===== config.mk =====
export PLATFORM = sky130hd
export DESIGN_NAME = game_ctrl
export DESIGN_NICKNAME = d
export VERILOG_FILES = /design/src/rtl/game_ctrl.sv
export SDC_FILE = /design/constraint.sdc
export NUM_CORES = 1
export LEC_CHECK = 0
export ABC_AREA = 1
export CAP_MARGIN = 20
export CORE_MARGIN = 3
export CORE_UTILIZATION = 38
export CTS_BUF_LIST = sky130_fd_sc_hd__clkbuf_8
export CTS_CLUSTER_SIZE = 20
export DETAILED_ROUTE_END_ITERATION = 8
export SLEW_MARGIN = 10
export SYNTH_ARGS = -nofsm -noshare
export SYNTH_HDL_FRONTEND = slang
export SYNTH_SLANG_ARGS = --single-unit

===== constraint.sdc =====
create_clock -name clk -period 1.8 [get_ports clk]
set_input_delay 0.18 -clock clk [delete_from_list [all_inputs] [get_ports clk]]
set_output_delay 0.18 -clock clk [all_outputs]
set_load 0.03 [all_outputs]

===== src/rtl/game_ctrl.sv =====
// Game flow controller: sequences idle, serve, play and game-over phases,
// and keeps the score and the remaining lives.
module game_ctrl #(
  parameter int SERVE_FRAMES  = 60,
  parameter int RESTART_PAUSE = 128,
  parameter int LIVES         = 3,
  parameter int SCORE_W       = 8
) (
  input  logic               clk,
  input  logic               rst,
  input  logic               frame_tick,
  input  logic               btn_fire,
  input  logic               obj_hit,
  input  logic               obj_miss,
  output logic               play_en,
  output logic               obj_respawn,
  output logic               gameover_en,
  output logic [SCORE_W-1:0] score,
  output logic [2:0]         lives
);

  localparam int CNT_MAX = (SERVE_FRAMES > RESTART_PAUSE) ? SERVE_FRAMES : RESTART_PAUSE;
  localparam int CNT_W   = $clog2(CNT_MAX + 1);

  localparam logic [CNT_W-1:0]   CNT_TOP    = CNT_W'(CNT_MAX);
  localparam logic [CNT_W-1:0]   SERVE_LAST = CNT_W'(SERVE_FRAMES - 1);
  localparam logic [CNT_W-1:0]   PAUSE_CNT  = CNT_W'(RESTART_PAUSE);
  localparam logic [2:0]         LIVES_INIT = 3'(LIVES);
  localparam logic [SCORE_W-1:0] SCORE_MAX  = {SCORE_W{1'b1}};

  typedef enum logic [1:0] {IDLE, SERVE, PLAY, GAMEOVER} state_t;

  state_t             state, state_nxt;
  logic               prev_fire;
  logic               fire_armed;
  logic [CNT_W-1:0]   frame_cnt, cnt_nxt;
  logic [SCORE_W-1:0] score_nxt;
  logic [2:0]         lives_nxt;
  logic               fire_rise;
  logic               cnt_can_inc;

  // fire_armed stays low until the button is seen released after reset,
  // so a press held through reset never counts as an edge.
  assign fire_rise   = btn_fire & ~prev_fire & fire_armed;
  assign cnt_can_inc = frame_tick && (frame_cnt != CNT_TOP);

  always_comb begin
    state_nxt = state;
    score_nxt = score;
    lives_nxt = lives;
    cnt_nxt   = frame_cnt;
    case (state)
      IDLE: begin
        if (fire_rise) begin
          state_nxt = SERVE;
          score_nxt = '0;
          lives_nxt = LIVES_INIT;
          cnt_nxt   = '0;
        end
      end
      SERVE: begin
        // obj_respawn marks the entry cycle, whose tick is not counted
        if (frame_tick && !obj_respawn) begin
          if (frame_cnt == SERVE_LAST) begin
            state_nxt = PLAY;
            cnt_nxt   = '0;
          end else if (cnt_can_inc) begin
            cnt_nxt = frame_cnt + CNT_W'(1);
          end
        end
      end
      PLAY: begin
        if (obj_miss) begin
          cnt_nxt = '0;
          if (lives > 3'd1) begin
            lives_nxt = lives - 3'd1;
            state_nxt = SERVE;
          end else begin
            lives_nxt = 3'd0;
            state_nxt = GAMEOVER;
          end
        end else if (obj_hit && (score != SCORE_MAX)) begin
          score_nxt = score + SCORE_W'(1);
        end
      end
      GAMEOVER: begin
        if ((frame_cnt >= PAUSE_CNT) && fire_rise) begin
          state_nxt = SERVE;
          score_nxt = '0;
          lives_nxt = LIVES_INIT;
          cnt_nxt   = '0;
        end else if (cnt_can_inc) begin
          cnt_nxt = frame_cnt + CNT_W'(1);
        end
      end
      default: state_nxt = IDLE;
    endcase
  end

  // Outputs are decoded from the next state so they line up with the state register.
  always_ff @(posedge clk) begin
    if (rst) begin
      state       <= IDLE;
      prev_fire   <= 1'b0;
      fire_armed  <= 1'b0;
      frame_cnt   <= '0;
      score       <= '0;
      lives       <= 3'd0;
      play_en     <= 1'b0;
      gameover_en <= 1'b0;
      obj_respawn <= 1'b0;
    end else begin
      state       <= state_nxt;
      prev_fire   <= btn_fire;
      if (!btn_fire) fire_armed <= 1'b1;
      frame_cnt   <= cnt_nxt;
      score       <= score_nxt;
      lives       <= lives_nxt;
      play_en     <= (state_nxt == PLAY);
      gameover_en <= (state_nxt == GAMEOVER);
      obj_respawn <= (state_nxt == SERVE) && (state != SERVE);
    end
  end

endmodule

==> qor.yml, run 1 <==
timing:
  fmaxAchievable_ghz: 0.607
  min_period_ps: 1650
  timing.hold.ws_ps: 501
  fin_ws_ps: 153
  setup_viol: 0
  skew_ps: 4.73
  drv_slew: 0
  rsz0062_at_grt: "no"
  hold_viol_final: 0
  period_share_pct: 91.5
  tightest_slew_ps: 317
  tns_ps: 0
  slew_headroom_pct: 78.9
routing:
  drc: 0
  wl_um: 3140
  wl_per_cell_um: 10.3
  dr.pass1.iters: 4
  viasPerCell: 4.66
  ant_nets: 0
  drt_iter0_markers: 86
  vias: 1420
logic_synthesis:
  avgSynthCellArea_um2: 6.72
  ys_warn_count: 0
  synth_area_mm2: 0.00157
  synth_top_area_share_pct: 33.1
  ys_seq_area_share_pct: 33.1
  synthCells: 234
  syn_nets: 245
  synthTopCellsByArea: "dfxtp_1 (33%), nand2_1 (13%), nor2_1 (9.1%)"
  yosysUniqueCellTypes: 28
  yosysTopAreaCell: "dfxtp_1"
  ys_seq_elements: 26
finish:
  stdcell_area_mm2: 0.00188
  fillers: 394
  antenna_cells: 0
  syn_to_final_growth_pct: 19.7
  final_nets: 269
  stdcell_count: 305
  drive_gt1_share_pct: 12.8
placement:
  place_hpwl_um: 2450
  place_congestion: 0.901
  dpl-instance-area_mm2: 0.00183
  pre_cts_slack_ps: 87.9
  placedCellCount: 301
  portBuffers: 19
pwr:
  pwr_density_cell_mw_per_mm2: 614
  power.share.clock_pct: 32.6
  power.switching_mw: 0.303
  internal_power_mw: 0.852
  leakagePower_nw: 0.810
  swShare_pct: 26.2
  power_frac_seq_pct: 52.0
  combinationalPowerShare_pct: 15.4
  ir_drop_mv: 0.520
floorplan:
  io_pins: 20
  initial_utilization_pct: 41.1
  die_width_um: 70.3
  die_y_um: 70.3
  core_mm2: 0.00383
  die-area_mm2: 0.00494
  fp-row-count: 22
cts:
  clk_latency_ps: 270
  postCtsSetupBuffers: 0
  ctsResizeCount: 0
  ctsLongestPathBuffers: 2
  clock-sinks: 26
  htree_levels: 1
  hold_buffers: 0
  root_buffer: "clkbuf_8"
  numCtsBuffers: 3
  clk_pin_slew_worst_paths_ps: 90
  cts_tree: "yes"
setup_path:
  cp-start-kind: "register"
  crit_type: "reg2out"
  arrival_ps: 1470
  cp_max_fo: 7
  cpPeakStageDelay_ps: 720
  end_kind: "output port"
  cp_top_family: "buffers and inverters"
  worst-path-buf-inv: 1
  crit_chain: "clkdlybuf4s50_1"
  cp_slowest_cell: "clkdlybuf4s50_1"
  required_ps: 1620
grt:
  grt_pass1_vias: 1259
  grt-ovfl-total: 0
  grtUsageTotal_pct: 13.7
  grt_pass1_wl_um: 5660
  grt_max_degree: 15
  antenna_found_initial: 0
hold_path:
  hp-class: "in2reg"
flow_run:
  maxCapViolations: 0
status:
  status: "complete, no violations"
[worst reg2reg max path: stages, from the launching register on]
cell and delay, ps:
dfxtp_1 410, ha_1 220, nand3_1 160, inv_1 80
nand2_1 60, nand2_1 60, nand2_1 80, nand2_2 160
nand2_1 70, a21oi_1 140
[state kept, by name, summed over array words and instances, names as in the netlist]
signal       cells
fire_armed       1
frame_cnt        8
gameover_en      1
lives            3
obj_respawn      1
play_en          1
prev_fire        1
score            8
state            2
[power groups by stage]
stage	clock (mW)	combinational, mW	sequential [mW]
after floorplan	0	0.113	0.628
final	0.376	0.178	0.601
after global routing	0.415	0.203	0.604
after detailed placement	0	0.181	0.615
after global placement	0	0.181	0.615
after CTS	0.401	0.182	0.601
[through the flow]
step	power [mW]	utilization, %
2_1_floorplan	0.741	-
3_3_place_gp	0.795	47.7
3_5_place_dp	0.796	47.7
4_1_cts	1.18	49.1
5_1_grt	1.22	49.1
6_report	1.16	49.1
[cells by family after synthesis]
family / share of synthesized area, %
and+or+nand+nor: 43.4
buffers and inverters: 9.55
DFF: 33.1
AOI/OAI and AO/OA: 7.72
adders and majority gates: 3.98
xor gates and xnor gates: 2.23
[synth_stat cells, drive strengths merged]
| cell | n |
|---|---|
| xor2 | 2 |
| nor3b | 1 |
| and3 | 2 |
| nand3b | 1 |
| clkbuf | 1 |
| xnor2 | 2 |
| ha | 5 |
| nand3 | 14 |
| o21bai | 1 |
| o21ai | 7 |
| nor2 | 46 |
| a21oi | 15 |
| dfxtp | 26 |
| nand4 | 5 |
| nor3 | 4 |
| nand2 | 63 |
| inv | 39 |
[cell type report]
class / instances / area, um2 / share of cell area [%]
sequential: 26 / 520 / 27.7
inverter: 39 / 146 / 7.78
tap: 48 / 60.1 / 3.19
clock buffer: 4 / 55.1 / 2.93
multi-input combinational: 168 / 901 / 47.9
timing repair buffer: 20 / 198 / 10.5
[layer usage]
metal	global-route usage, %	vias up	wire [um]
met5	0	-	0
met4	2.55	0	17
met3	3.17	2	120
met2	21.1	19	1400
met1	19.5	629	1610
li1	-	770	-
[final timing paths]
check	to	from	slack [ps]	cells past startpoint
hold / removal	prev_fire	btn_fire	500	3
hold reg to reg	lives[2]	lives[2]	520	2
setup / recovery	score[4]	score[4]	150	1
setup reg to reg	score[2]	score[1]	290	9
[layout by cell type, fill, tap and decap left out, types with 3 or more instances in the layout]
cell type        netlist  layout
nand2_2                3       3
a21oi_1               15      15
nand3_1               12      12
o21ai_1                4       4
ha_1                   5       5
clkdlybuf4s50_1        0      19
nand2_1               56      56
inv_1                 31      31
nor2_4                 5       5
inv_2                  8       8
nor2_1                38      38
nand2_4                4       4
dfxtp_1               26      26
nand4_1                5       5
clkbuf_8               0       4
No activity file was read; power rests on OpenSTA's default activity.
==> run 2: changes to the inputs <==
- clock period: 1.8 -> 1.6 ns (I/O delays scaled with it)
==> qor.yml, run 2 (synthesized netlist as in run 1, its figures left out) <==
finish:
  syn_to_final_growth_pct: 27.5
  final_common_cell: "nand2_1"
  drive_gt1_share_pct: 17.7  # +4.8 points
  antenna_cells: 0  # unchanged
  mostFrequentLayoutCells: "nand2_1 (56), nor2_1 (37), inv_1 (31)"
  fillers: 395  # +0.25%
  final_nets: 278  # +3.3%
  top_regs: "frame_cnt x8, score x8, lives x3"
setup_path:
  required_ps: 1440  # -180 ps
  cp-start-kind: "register"
  cp_slowest_cell: "clkdlybuf4s50_1"
  cp_max_fo: 4  # -3
  cp_top_family: "buffers and inverters"
  end_kind: "output port"
  crit_chain: "clkdlybuf4s50_1"
  crit_type: "reg2out"
  worst-path-buf-inv: 1  # unchanged
  cpPeakStageDelay_ps: 690  # -30 ps
  arrival_ps: 1370  # -100 ps
cts:
  clock-sinks: 26  # unchanged
  htree_levels: 1  # unchanged
  cts_tree: "yes"
  numCtsBuffers: 3  # unchanged
  hold_buffers: 0  # unchanged
  ctsLongestPathBuffers: 2  # unchanged
  clk_latency_ps: 280  # about the same
  clk_pin_slew_worst_paths_ps: 100  # about the same
  root_buffer: "clkbuf_8"
pwr:
  power_frac_seq_pct: 46.9  # -5.1 points
  swShare_pct: 24.9  # -1.4 points
  power.share.clock_pct: 38.2  # +5.6 points
  power.switching_mw: 0.359  # +19%
  leakagePower_nw: 0.987  # +22%
  ir_drop_mv: 0.587  # +13%
  pwr_density_cell_mw_per_mm2: 721  # +17%
  internal_power_mw: 1.09  # +27%
  combinationalPowerShare_pct: 14.8  # -0.6 points
floorplan:
  initial_utilization_pct: 41.1  # unchanged
  die_width_um: 70.3  # unchanged
  io_pins: 20  # unchanged
  die-area_mm2: 0.00494  # unchanged
  fp-row-count: 22  # unchanged
  core_mm2: 0.00383  # unchanged
  die_y_um: 70.3  # unchanged
routing:
  ant_nets: 0  # unchanged
  viasPerCell: 4.60  # -1.2%
  dr.pass1.iters: 4  # unchanged
  wl_um: 3340  # +6.5%
  drt_iter0_markers: 99  # +15%
  drc: 0  # unchanged
  vias: 1445  # +1.8%
  wl_per_cell_um: 10.6  # +3.4%
placement:
  place_congestion: 0.844  # -6.4%
  portBuffers: 19  # unchanged
  pre_cts_slack_ps: -54.4  # -142 ps
  place_hpwl_um: 2490  # +1.8%
timing:
  timing.hold.ws_ps: 462  # -39.5 ps
  min_period_ps: 1530
  fmaxAchievable_ghz: 0.654
  drv_slew: 0  # unchanged
  fin_ws_ps: 70.3  # -82.8 ps
  hold_viol_final: 0  # unchanged
  tightest_slew_ps: 318  # +1.22 ps
  period_share_pct: 95.6
  rsz0062_at_grt: "no"
  slew_headroom_pct: 78.8  # -0.093 points
  skew_ps: 6.98  # +2.25 ps
  setup_viol: 0  # unchanged
grt:
  grtUsageTotal_pct: 14.7  # +0.98 points
  antenna_found_initial: 0  # unchanged
  grt-ovfl-total: 0  # unchanged
  grt_pass1_wl_um: 6040  # +6.6%
  grt_pass1_vias: 1350  # +7.2%
  grt_max_degree: 16  # +1
hold_path:
  hp-class: "in2reg"
status:
  status: "complete, no violations"
flow_run:
  maxCapViolations: 0  # unchanged
## run 2: cell types whose count changed in the layout (fill, tap and decap cells not counted), sizes merged
cell / before / now
buf: 1 / 10
bufinv: 0 / 1
clkbuf: 4 / 3
clkdlybuf4s50: 19 / 13
dlymetal6s2s: 0 / 6
## run 2: final cells by class
class / instances / area (um2) / share of cell area [%]
Clock inverter: 1 / 30.0 / 1.50
Tap cell: 48 / 60.1 / 3.00
Sequential cell: 26 / 524 / 26.2
Timing Repair Buffer: 29 / 293 / 14.6
Clock buffer: 3 / 41.3 / 2.06
Multi-Input combinational cell: 168 / 908 / 45.3
Inverter: 39 / 146 / 7.31
## run 2: power by group through the flow
stage / combinational (mW) / sequential (mW) / clock [mW]
finish: 0.214 / 0.678 / 0.552
detailed placement: 0.213 / 0.692 / 0
CTS: 0.214 / 0.677 / 0.577
global route: 0.242 / 0.682 / 0.595
global placement: 0.213 / 0.692 / 0
floorplan: 0.127 / 0.706 / 0
## run 2: stage by stage
step | util (%) | setup TNS [ps] | cells | instance area, um2 | total power [mW]
finish | 52.4 | 0 | 314 | 2000 | 1.44
global placement | 49.6 | -34.7 | 309 | 1900 | 0.904
detailed placement | 49.6 | -188 | 309 | 1900 | 0.905
CTS | 51.5 | 0 | 313 | 1970 | 1.47
floorplan | - | 0 | 234 | 1570 | 0.834
global route | 52.4 | 0 | 314 | 2000 | 1.52
## run 2: final timing paths
path	slack (ps)	depth (start not counted)	startpoint	endpoint
worst min-delay path	460	3	btn_fire	prev_fire
worst min register to register	520	2	score[7]	score[7]
worst max-delay path	70	1	lives[2]	lives[2]
worst max register to register	100	9	frame_cnt[0]	frame_cnt[4]
## run 2: per-layer routing
layer	GRT usage, %	up-vias	wire (um)
met2	22.6	27	1460
met1	20.7	624	1730
met4	2.55	0	22
met3	3.74	2	125
li1	-	792	-
met5	0	-	0
## run 2: worst min-delay path: cells and delay by family
kind | cells | cell delay (ps)
buf+inv | 2 | 510
simple gates | 1 | 30
## run 2: what timing repair did
| item | CTS | global route |
|---|---|---|
| gates resized for setup | 0 | 11 |
| buffers inserted | 0 | 1 |
| endpoints found under the setup margin | 0 | 22 |
